### config.mk
export PLATFORM = sky130hd
export DESIGN_NAME = rcc_prescaler_bank
export DESIGN_NICKNAME = d
export VERILOG_FILES = /design/src/rtl/rcc_prescaler_bank.sv
export SDC_FILE = /design/constraint.sdc
export NUM_CORES = 1
export LEC_CHECK = 0
export CAP_MARGIN = 20
export CELL_PAD_IN_SITES_DETAIL_PLACEMENT = 1
export CELL_PAD_IN_SITES_GLOBAL_PLACEMENT = 1
export CORE_UTILIZATION = 48
export CTS_CLUSTER_SIZE = 16
export DETAILED_ROUTE_END_ITERATION = 10
export PLACE_DENSITY_LB_ADDON = 0.1
export RECOVER_POWER = 50
export SKIP_CTS_REPAIR_TIMING = 1
export SYNTH_ARGS = -nofsm -noshare
export SYNTH_HDL_FRONTEND = slang
export SYNTH_SLANG_ARGS = --single-unit
### constraint.sdc
create_clock -name clk_in -period 7.1 [get_ports clk_in]
set_input_delay 0.71 -clock clk_in [delete_from_list [all_inputs] [get_ports clk_in]]
set_output_delay 0.71 -clock clk_in [all_outputs]
set_load 0.01 [all_outputs]
### src/rtl/rcc_prescaler_bank.sv
// Purpose : multi-channel bus-clock prescaler; one shared free-running counter
//           drives phase-aligned clock-enable pulses, one per divided period.
// Latency : ce registered one cycle after the boundary count; cfg_ack one cycle
//           after the commit edge.
// Backpr. : none on ce; ratio updates use a req/busy/ack handshake, and a
//           cfg_req arriving while busy is dropped, not queued.
//
// Ports:
//   clk_in, rst_n  - clock and async active-low reset
//   cfg_req        - ratio update request (level-sampled while idle)
//   cfg_sel        - new ratio codes, channel i at [i*SEL_W +: SEL_W]
//   ch_stop        - per-channel enable suppression (masks ce only)
//   cfg_busy       - update latched, waiting for a common period boundary
//   cfg_ack        - one-cycle pulse after the update has been committed
//   cur_sel        - currently active ratio codes
//   ce             - registered clock-enable pulses, one per channel
module rcc_prescaler_bank #(
  parameter int                CH_NUM     = 4,
  parameter int                SEL_W      = 4,
  parameter int                MAX_LOG2   = 9,
  parameter int                SKIP_EN    = 1,
  parameter int                SKIP_STAGE = 5,
  parameter logic [SEL_W-1:0]  RST_SEL    = '0
) (
  input  logic                       clk_in,
  input  logic                       rst_n,
  input  logic                       cfg_req,
  input  logic [CH_NUM*SEL_W-1:0]    cfg_sel,
  input  logic [CH_NUM-1:0]          ch_stop,
  output logic                       cfg_busy,
  output logic                       cfg_ack,
  output logic [CH_NUM*SEL_W-1:0]    cur_sel,
  output logic [CH_NUM-1:0]          ce
);

  typedef logic [MAX_LOG2-1:0] cnt_t;
  typedef enum logic {IDLE, WAIT} state_t;

  // Decode a ratio code into the low-bit mask (2^k - 1) of the counter.
  // Working with masks rather than exponents keeps the boundary test a
  // simple AND-reduce, and the max over exponents becomes an OR of masks
  // because the masks of different k are nested.
  function automatic cnt_t k_mask(input logic [SEL_W-1:0] c);
    int              k;
    logic [MAX_LOG2:0] one_hot;
    if (!c[SEL_W-1]) begin
      k = 0;
    end else begin
      k = int'(32'(c[SEL_W-2:0])) + 1;
      if ((SKIP_EN != 0) && (k >= SKIP_STAGE)) k = k + 1;
    end
    if (k > MAX_LOG2) k = MAX_LOG2;
    one_hot = {{MAX_LOG2{1'b0}}, 1'b1} << k;
    return cnt_t'(one_hot - 1'b1);
  endfunction

  cnt_t                       cnt;
  cnt_t                       kmax_q;
  cnt_t                       kmax_d;
  state_t                     state_q;
  state_t                     state_d;
  logic [CH_NUM*SEL_W-1:0]    pend_sel;
  logic [CH_NUM-1:0]          bnd;
  logic                       latch;
  logic                       commit;

  // Per-channel boundary under the currently active code, plus the widest
  // period among current and requested codes (only used when latching).
  always_comb begin
    bnd    = '0;
    kmax_d = '0;
    for (int i = 0; i < CH_NUM; i++) begin
      bnd[i] = &(cnt | ~k_mask(cur_sel[i*SEL_W +: SEL_W]));
      kmax_d = kmax_d | k_mask(cur_sel[i*SEL_W +: SEL_W])
                      | k_mask(cfg_sel[i*SEL_W +: SEL_W]);
    end
  end

  // Committing only where the longest old or new period ends guarantees the
  // commit edge is a boundary for every channel under both ratios.
  always_comb begin
    state_d = state_q;
    latch   = 1'b0;
    commit  = 1'b0;
    case (state_q)
      IDLE: begin
        if (cfg_req) begin
          latch   = 1'b1;
          state_d = WAIT;
        end
      end
      WAIT: begin
        if (&(cnt | ~kmax_q)) begin
          commit  = 1'b1;
          state_d = IDLE;
        end
      end
      default: state_d = IDLE;
    endcase
  end

  always_ff @(posedge clk_in or negedge rst_n) begin
    if (!rst_n) begin
      cnt      <= '0;
      state_q  <= IDLE;
      kmax_q   <= '0;
      pend_sel <= {CH_NUM{RST_SEL}};
      cur_sel  <= {CH_NUM{RST_SEL}};
      cfg_ack  <= 1'b0;
      ce       <= '0;
    end else begin
      cnt     <= cnt + 1'b1;
      state_q <= state_d;
      cfg_ack <= commit;
      // ce uses the old code on the commit edge: the last old-ratio pulse
      // lands on the commit, the new ratio starts the following cycle.
      ce      <= bnd & ~ch_stop;
      if (latch) begin
        pend_sel <= cfg_sel;
        kmax_q   <= kmax_d;
      end
      if (commit) cur_sel <= pend_sel;
    end
  end

  assign cfg_busy = (state_q == WAIT);

endmodule

* Yosys cells after proc, flatten, opt, wreduce, memory -nomap -nowiden
Cells that the tools add are included.
** Storage, ports and cells
- Flip-flop bits (word level) :: 56
- Bits of input ports :: 23
- Output and inout bits :: 22
- Word-level logic and storage cells :: 111
** Cells by class
- Add/sub/neg operators :: 25
- $lt $le $gt $ge :: 16
- Shift-type cells :: 8
- Muxes and demuxes :: 30
- Bitwise logic cells :: 20
- Reduce and logical (&&, ||, !) cells :: 5
** Operators by type and width (count)
- 32-bit 2-to-1 mux :: 11
- 32-bit by 5-bit greater-than comparator with 1-bit output, second input constant :: 8
- 1-bit by 32-bit << shifter with 9-bit output, first input constant :: 7
- 9-bit OR :: 12
- 9-bit by 1-bit subtractor with 9-bit output, second input constant :: 8
- 5-bit 2-to-1 mux :: 13
- 9-bit inverter :: 5
- 9-bit AND reduction :: 5
- 4-bit by 1-bit adder with 5-bit output, second input constant :: 8
- 3-bit by 1-bit adder with 4-bit output, second input constant :: 8
- 4-bit by 3-bit >= comparator with 1-bit output, second input constant :: 8
- 9-bit by 1-bit adder with 9-bit output, second input constant :: 1
- 1-bit by 5-bit << shifter with 9-bit output, first input constant :: 1
- 1-bit 2-to-1 mux :: 5
- 4-bit AND :: 1
- 4-bit inverter :: 1
- 1-bit case mux with 2 select lines :: 1
- 1-bit inverter :: 1

* Depth between registers and ports, before layout
- Word-level depth :: 15
- Mapped depth :: 16
- Gate-level depth less buffers :: 15

* Worst setup path after synthesis
OpenSTA, ideal clock, no wires.
- Path kind :: register to register
- Start point :: reg cur_sel[8]
- End point :: reg kmax_q[4]
- Data arrival time :: 3.402 ns
- Setup slack :: 3.551 ns
- Stages on the path, launching flop included :: 16
- Path buffers :: 2
- Clock period less this slack :: 3.549 ns
- Cell sequence :: dfrtp_1 buf_2 inv_1 ha_1 inv_1 o41ai_1 o41ai_1 inv_1 ha_1 clkbuf_1 nor2_1 mux2_2 a22oi_1 o2bb2ai_1 a2111oi_0 a41oi_1
** Between the ends
- Word-level cells in the longest chain between the ends :: 12
- Elaborated cells on any way between the ends :: 13
- Those cells by class :: 3 x add/sub; 2 x order compare; 1 x shift; 3 x mux; 4 x bitwise
** RTL lines
- start, declared :: RTL line 32 : output logic [CH_NUM*SEL_W-1:0] cur_sel,
- start signal, assigned :: RTL line 108 : cur_sel <= {CH_NUM{RST_SEL}};
- start signal, assigned :: RTL line 122 : if (commit) cur_sel <= pend_sel;
- 3-bit by 1-bit adder with 4-bit output (*) :: RTL line 49 : k = int'(32'(c[SEL_W-2:0])) + 1;
- 4-bit by 1-bit adder with 5-bit output / 4-bit by 3-bit >= comparator with 1-bit output (equally long branches) :: RTL line 50 : if ((SKIP_EN != 0) && (k >= SKIP_STAGE)) k = k + 1;
- 5-bit 2-to-1 mux (*) :: RTL line 50
- 32-bit 2-to-1 mux (*) :: RTL line 46 : if (!c[SEL_W-1]) begin
- 32-bit by 5-bit greater-than comparator with 1-bit output :: RTL line 52 : if (k > MAX_LOG2) k = MAX_LOG2;
- 32-bit 2-to-1 mux (*) :: RTL line 52
- 1-bit by 32-bit << shifter with 9-bit output (*) :: RTL line 53 : one_hot = {{MAX_LOG2{1'b0}}, 1'b1} << k;
- 9-bit by 1-bit subtractor with 9-bit output (*) :: RTL line 54 : return cnt_t'(one_hot - 1'b1);
- 9-bit OR (*) :: RTL line 74 : kmax_d = kmax_d | k_mask(cur_sel[i*SEL_W +: SEL_W])
- 9-bit OR (*) :: RTL line 75 : | k_mask(cfg_sel[i*SEL_W +: SEL_W]);
- 9-bit OR (*) :: RTL line 74
- 9-bit OR (*) :: RTL line 75
- end signal, assigned :: RTL line 120 : kmax_q <= kmax_d;
- end, declared :: RTL line 58 : cnt_t kmax_q;
Every way passes the cells marked *; elsewhere a longest branch is shown, timed or not.
A chain may end at the register's enable or synchronous reset.

* Final worst setup path
- Start point :: in cfg_sel[0]
- End point :: reg kmax_q[6]
** Between the ends
- Word-level cells in the longest chain between the ends :: 15
- Elaborated cells on any way between the ends :: 16
- Those cells by class :: 3 x add/sub; 2 x order compare; 1 x shift; 3 x mux; 7 x bitwise
** RTL lines
- start, declared :: RTL line 28 : input logic [CH_NUM*SEL_W-1:0] cfg_sel,
- 3-bit by 1-bit adder with 4-bit output (*) :: RTL line 49
- 4-bit by 1-bit adder with 5-bit output / 4-bit by 3-bit >= comparator with 1-bit output (equally long branches) :: RTL line 50
- 5-bit 2-to-1 mux (*) :: RTL line 50
- 32-bit 2-to-1 mux (*) :: RTL line 46
- 32-bit by 5-bit greater-than comparator with 1-bit output :: RTL line 52
- 32-bit 2-to-1 mux (*) :: RTL line 52
- 1-bit by 32-bit << shifter with 9-bit output (*) :: RTL line 53
- 9-bit by 1-bit subtractor with 9-bit output (*) :: RTL line 54
- 9-bit OR (*) :: RTL line 75
- 9-bit OR (*) :: RTL line 74
- 9-bit OR (*) :: RTL line 75
- 9-bit OR (*) :: RTL line 74
- 9-bit OR (*) :: RTL line 75
- 9-bit OR (*) :: RTL line 74
- 9-bit OR (*) :: RTL line 75
Marked as above.

==> reports/results.ini <==
[cells_and_area]
antennaDiodeCount=0
areaGrowthSynthToFinish_pct=11.16
multiInputGateArea_mm2=0.003656
final_common_cell=nand2_1
nets=749
final-seq-area_mm2=0.001401
fin_util_pct=54.74
final_cell_mix=nand2_1, dfrtp_1, o21ai_0
drive_gt1_share_pct=5.109
nFillCells=1341

[placement]
numPortBuffers=44
routabilityCongestion=0.8777
post-dp-hpwl_um=13050

[drt]
wl_per_cell_um=20.20
detail_route.vias_per_cell=6.325
drc=2
wl_um=16670
wl_met3_um=1018
vias=5218
dr_wl_met2_um=7784
antenna_left=0
initialDrtViolationCount=354
wl_met1_um=7627
dr.pass1.iters=7
routed.top_layer=met4

[synthesis]
avgSynthCellArea_um2=8.114
synthesis.instances=658
netlist_area_mm2=0.005339
synth_fp_nets=722
synth_edf_count=0
postSynth.asyncResetShare_pct=100.0
synth-main-ff-cell=dfrtp_1
ys_ff_latch=56
ys_warn_count=0
ys_types=82
yosysSeqAreaShare_pct=26.25

[global_route]
grt_pass1_wl_um=27150
track_usage_pct=30.06
grt_max_degree=57
globalRoute.totalOverflow=0
first_global_vias=5090
antenna_found_initial=0

[pwr]
leakagePower_nw=2.447
power-per-cell-area_mw_per_mm2=152.2
p_sw_w=0.0003405
clkPwrFrac_pct=19.8
p_sw_share_pct=37.71
p_seq_share_pct=44.0
peakVddDrop_mv=0.08843
internal_power_w=0.0005625
p_comb_share_pct=36.2

[worst_setup_path]
reg2reg_slack_ns=2.78
reg2regPathDepth=13
cp_slowest_cell=clkdlybuf4s50_1
cp_cell_sequence=clkdlybuf4s50_1 > inv_1 > ha_1 > inv_1 > nor4_2 > a21oi_1 > o31a_1 > ha_1 > inv_1 > a211o_1 > o22ai_1 > a2111oi_0 > nand4_1 > o32a_1
critPathArrivalTime_ns=4.67
endpoint_kind=register
reg2reg_from=cur_sel[8]
start_kind=input pin
crit_fanout=9
max_stage_delay_ns=0.63
cp-startpoint=cfg_sel[0]
critPathRequiredTime_ns=7.32
crit_top_cell=inv_1
critPathCapture=kmax_q[6]
rr_endpoint=kmax_q[4]
worst-setup-path-type=input pin to register

[timing]
period_minus_slack_ns=4.456
tns_ns=0
fin_skew_ns=0.004083
worst_slew_pin_slew_ns=3.146
max_freq_mhz=224.4
max-slew-margin-rel_pct=-109.7
finalCritPeriodShare_pct=62.77
hold_violations=0
grt_setup_unrepaired=no
maxSlewViolCount=57
setup_viol=0

[cts]
clock_latency_ns=0.32
clk_pin_slew_ns=0.10
cts_buffers=5
root_buffer=clkbuf_8
cts_sinks=56
clockBufferDepth=2
ctsHtreeMaxLevel=2
cts_tree=yes

[floorplan]
io_pins=45
core_area_mm2=0.01084
die_height_um=107.5
chipWidth_um=107.5
num_rows=38
die_area_mm2=0.01155
start_util_pct=49.25

[status]
status=finished, violations left
violations=DRC, capacitance limit, slew limit

[flow_run]
maxCapViolations=1

[hold_path]
hold_path.class=register to register

## stage by stage
stage	std cells	hold slack (ns)	setup slack [ns]	power, W	instance area [µm²]
6_report	825	0.4900	2.644	0.0009030	5934
5_1_grt	825	0.5227	2.427	0.0009595	5934
3_3_place_gp	816	0.4520	2.591	0.0007100	5844
2_1_floorplan	658	0.4144	3.551	0.0006029	5339
3_5_place_dp	816	0.4671	2.349	0.0007253	5844
4_1_cts	823	0.4924	2.616	0.0009050	5922
## synth_stat cells, drive strengths merged, types with 6 or more instances
library cell | n | share of area (%)
o22ai | 6 | 0.70
dfrtp | 56 | 26
nand2 | 89 | 6.3
buf | 9 | 0.98
o211ai | 9 | 1.3
inv | 41 | 2.9
and2 | 7 | 0.84
o41ai | 6 | 0.98
xor2 | 10 | 1.8
nand3 | 25 | 2.3
a31oi | 6 | 0.70
nand2b | 15 | 1.8
and3 | 7 | 0.84
o21ai | 49 | 4.6
nor3 | 19 | 2.2
a21oi | 19 | 1.8
nor2 | 36 | 2.7
nand4 | 13 | 1.5
ha | 41 | 9.6
nor4 | 6 | 0.82
mux2 | 8 | 1.7
xnor2 | 31 | 5.6
clkbuf | 20 | 1.4
nor2b | 11 | 1.3
## state kept, by name, indices dropped and copies added (netlist names)
signal    cells
ce            4
cur_sel      16
kmax_q        9
cfg_busy      1
pend_sel     16
cfg_ack       1
cnt           9
## cells by family (layout without fill, tap and decap cells)
logic type,after synthesis,in the layout,synth area share [%]
and+or+nand+nor,261,261,25.38
AOI/OAI and AO/OA,178,178,23.74
buffers and inverters,70,97,5.273
DFF,56,56,26.25
adders and majority gates,41,41,9.609
xor gates and xnor gates,41,41,7.429
muxes,11,11,2.320
## power groups by stage
stage,registers (W),clock network [W],logic [W]
finish,0.000397,0.000179,0.000327
global route,0.000402,0.000197,0.000361
CTS,0.000396,0.000183,0.000325
detailed placement,0.000403,0,0.000323
global placement,0.000400,0,0.000310
floorplan,0.000388,0,0.000215
## critical path, delay by kind of cell
family | cells | cell delay (ns)
AOI/OAI and AO/OA | 6 | 1.45
adders and majority gates | 2 | 0.76
buffers and inverters | 4 | 1.13
and+or+nand+nor | 2 | 0.62
## how the worst min path moves through the flow
stage / startpoint / end / slack [ns] / depth (start not counted)
floorplan: rst_n / ce[0] / 0.41 / 0
global placement: pend_sel[14] / pend_sel[14] / 0.45 / 2
detailed placement: pend_sel[15] / pend_sel[15] / 0.47 / 2
CTS: pend_sel[15] / pend_sel[15] / 0.49 / 2
global route: pend_sel[15] / pend_sel[15] / 0.52 / 2
finish: pend_sel[12] / pend_sel[12] / 0.49 / 2
## area by class of cell
| cell class | instances | share of cell area (%) |
|---|---|---|
| sequential | 56 | 23.61 |
| multi-input combinational | 532 | 61.61 |
| tap | 140 | 2.952 |
| clock buffer | 6 | 1.223 |
| inverter | 41 | 2.593 |
| timing repair buffer | 49 | 7.927 |
| clock inverter | 1 | 0.08433 |
## metal layers
metal / vias to the layer above / GRT usage (%)
met4: 0 / 7.534
met1: 2589 / 41.73
met2: 141 / 49.22
li1: 2467 / -
met3: 21 / 3.995
met5: - / 0
Power figures use the tool's default switching activity.
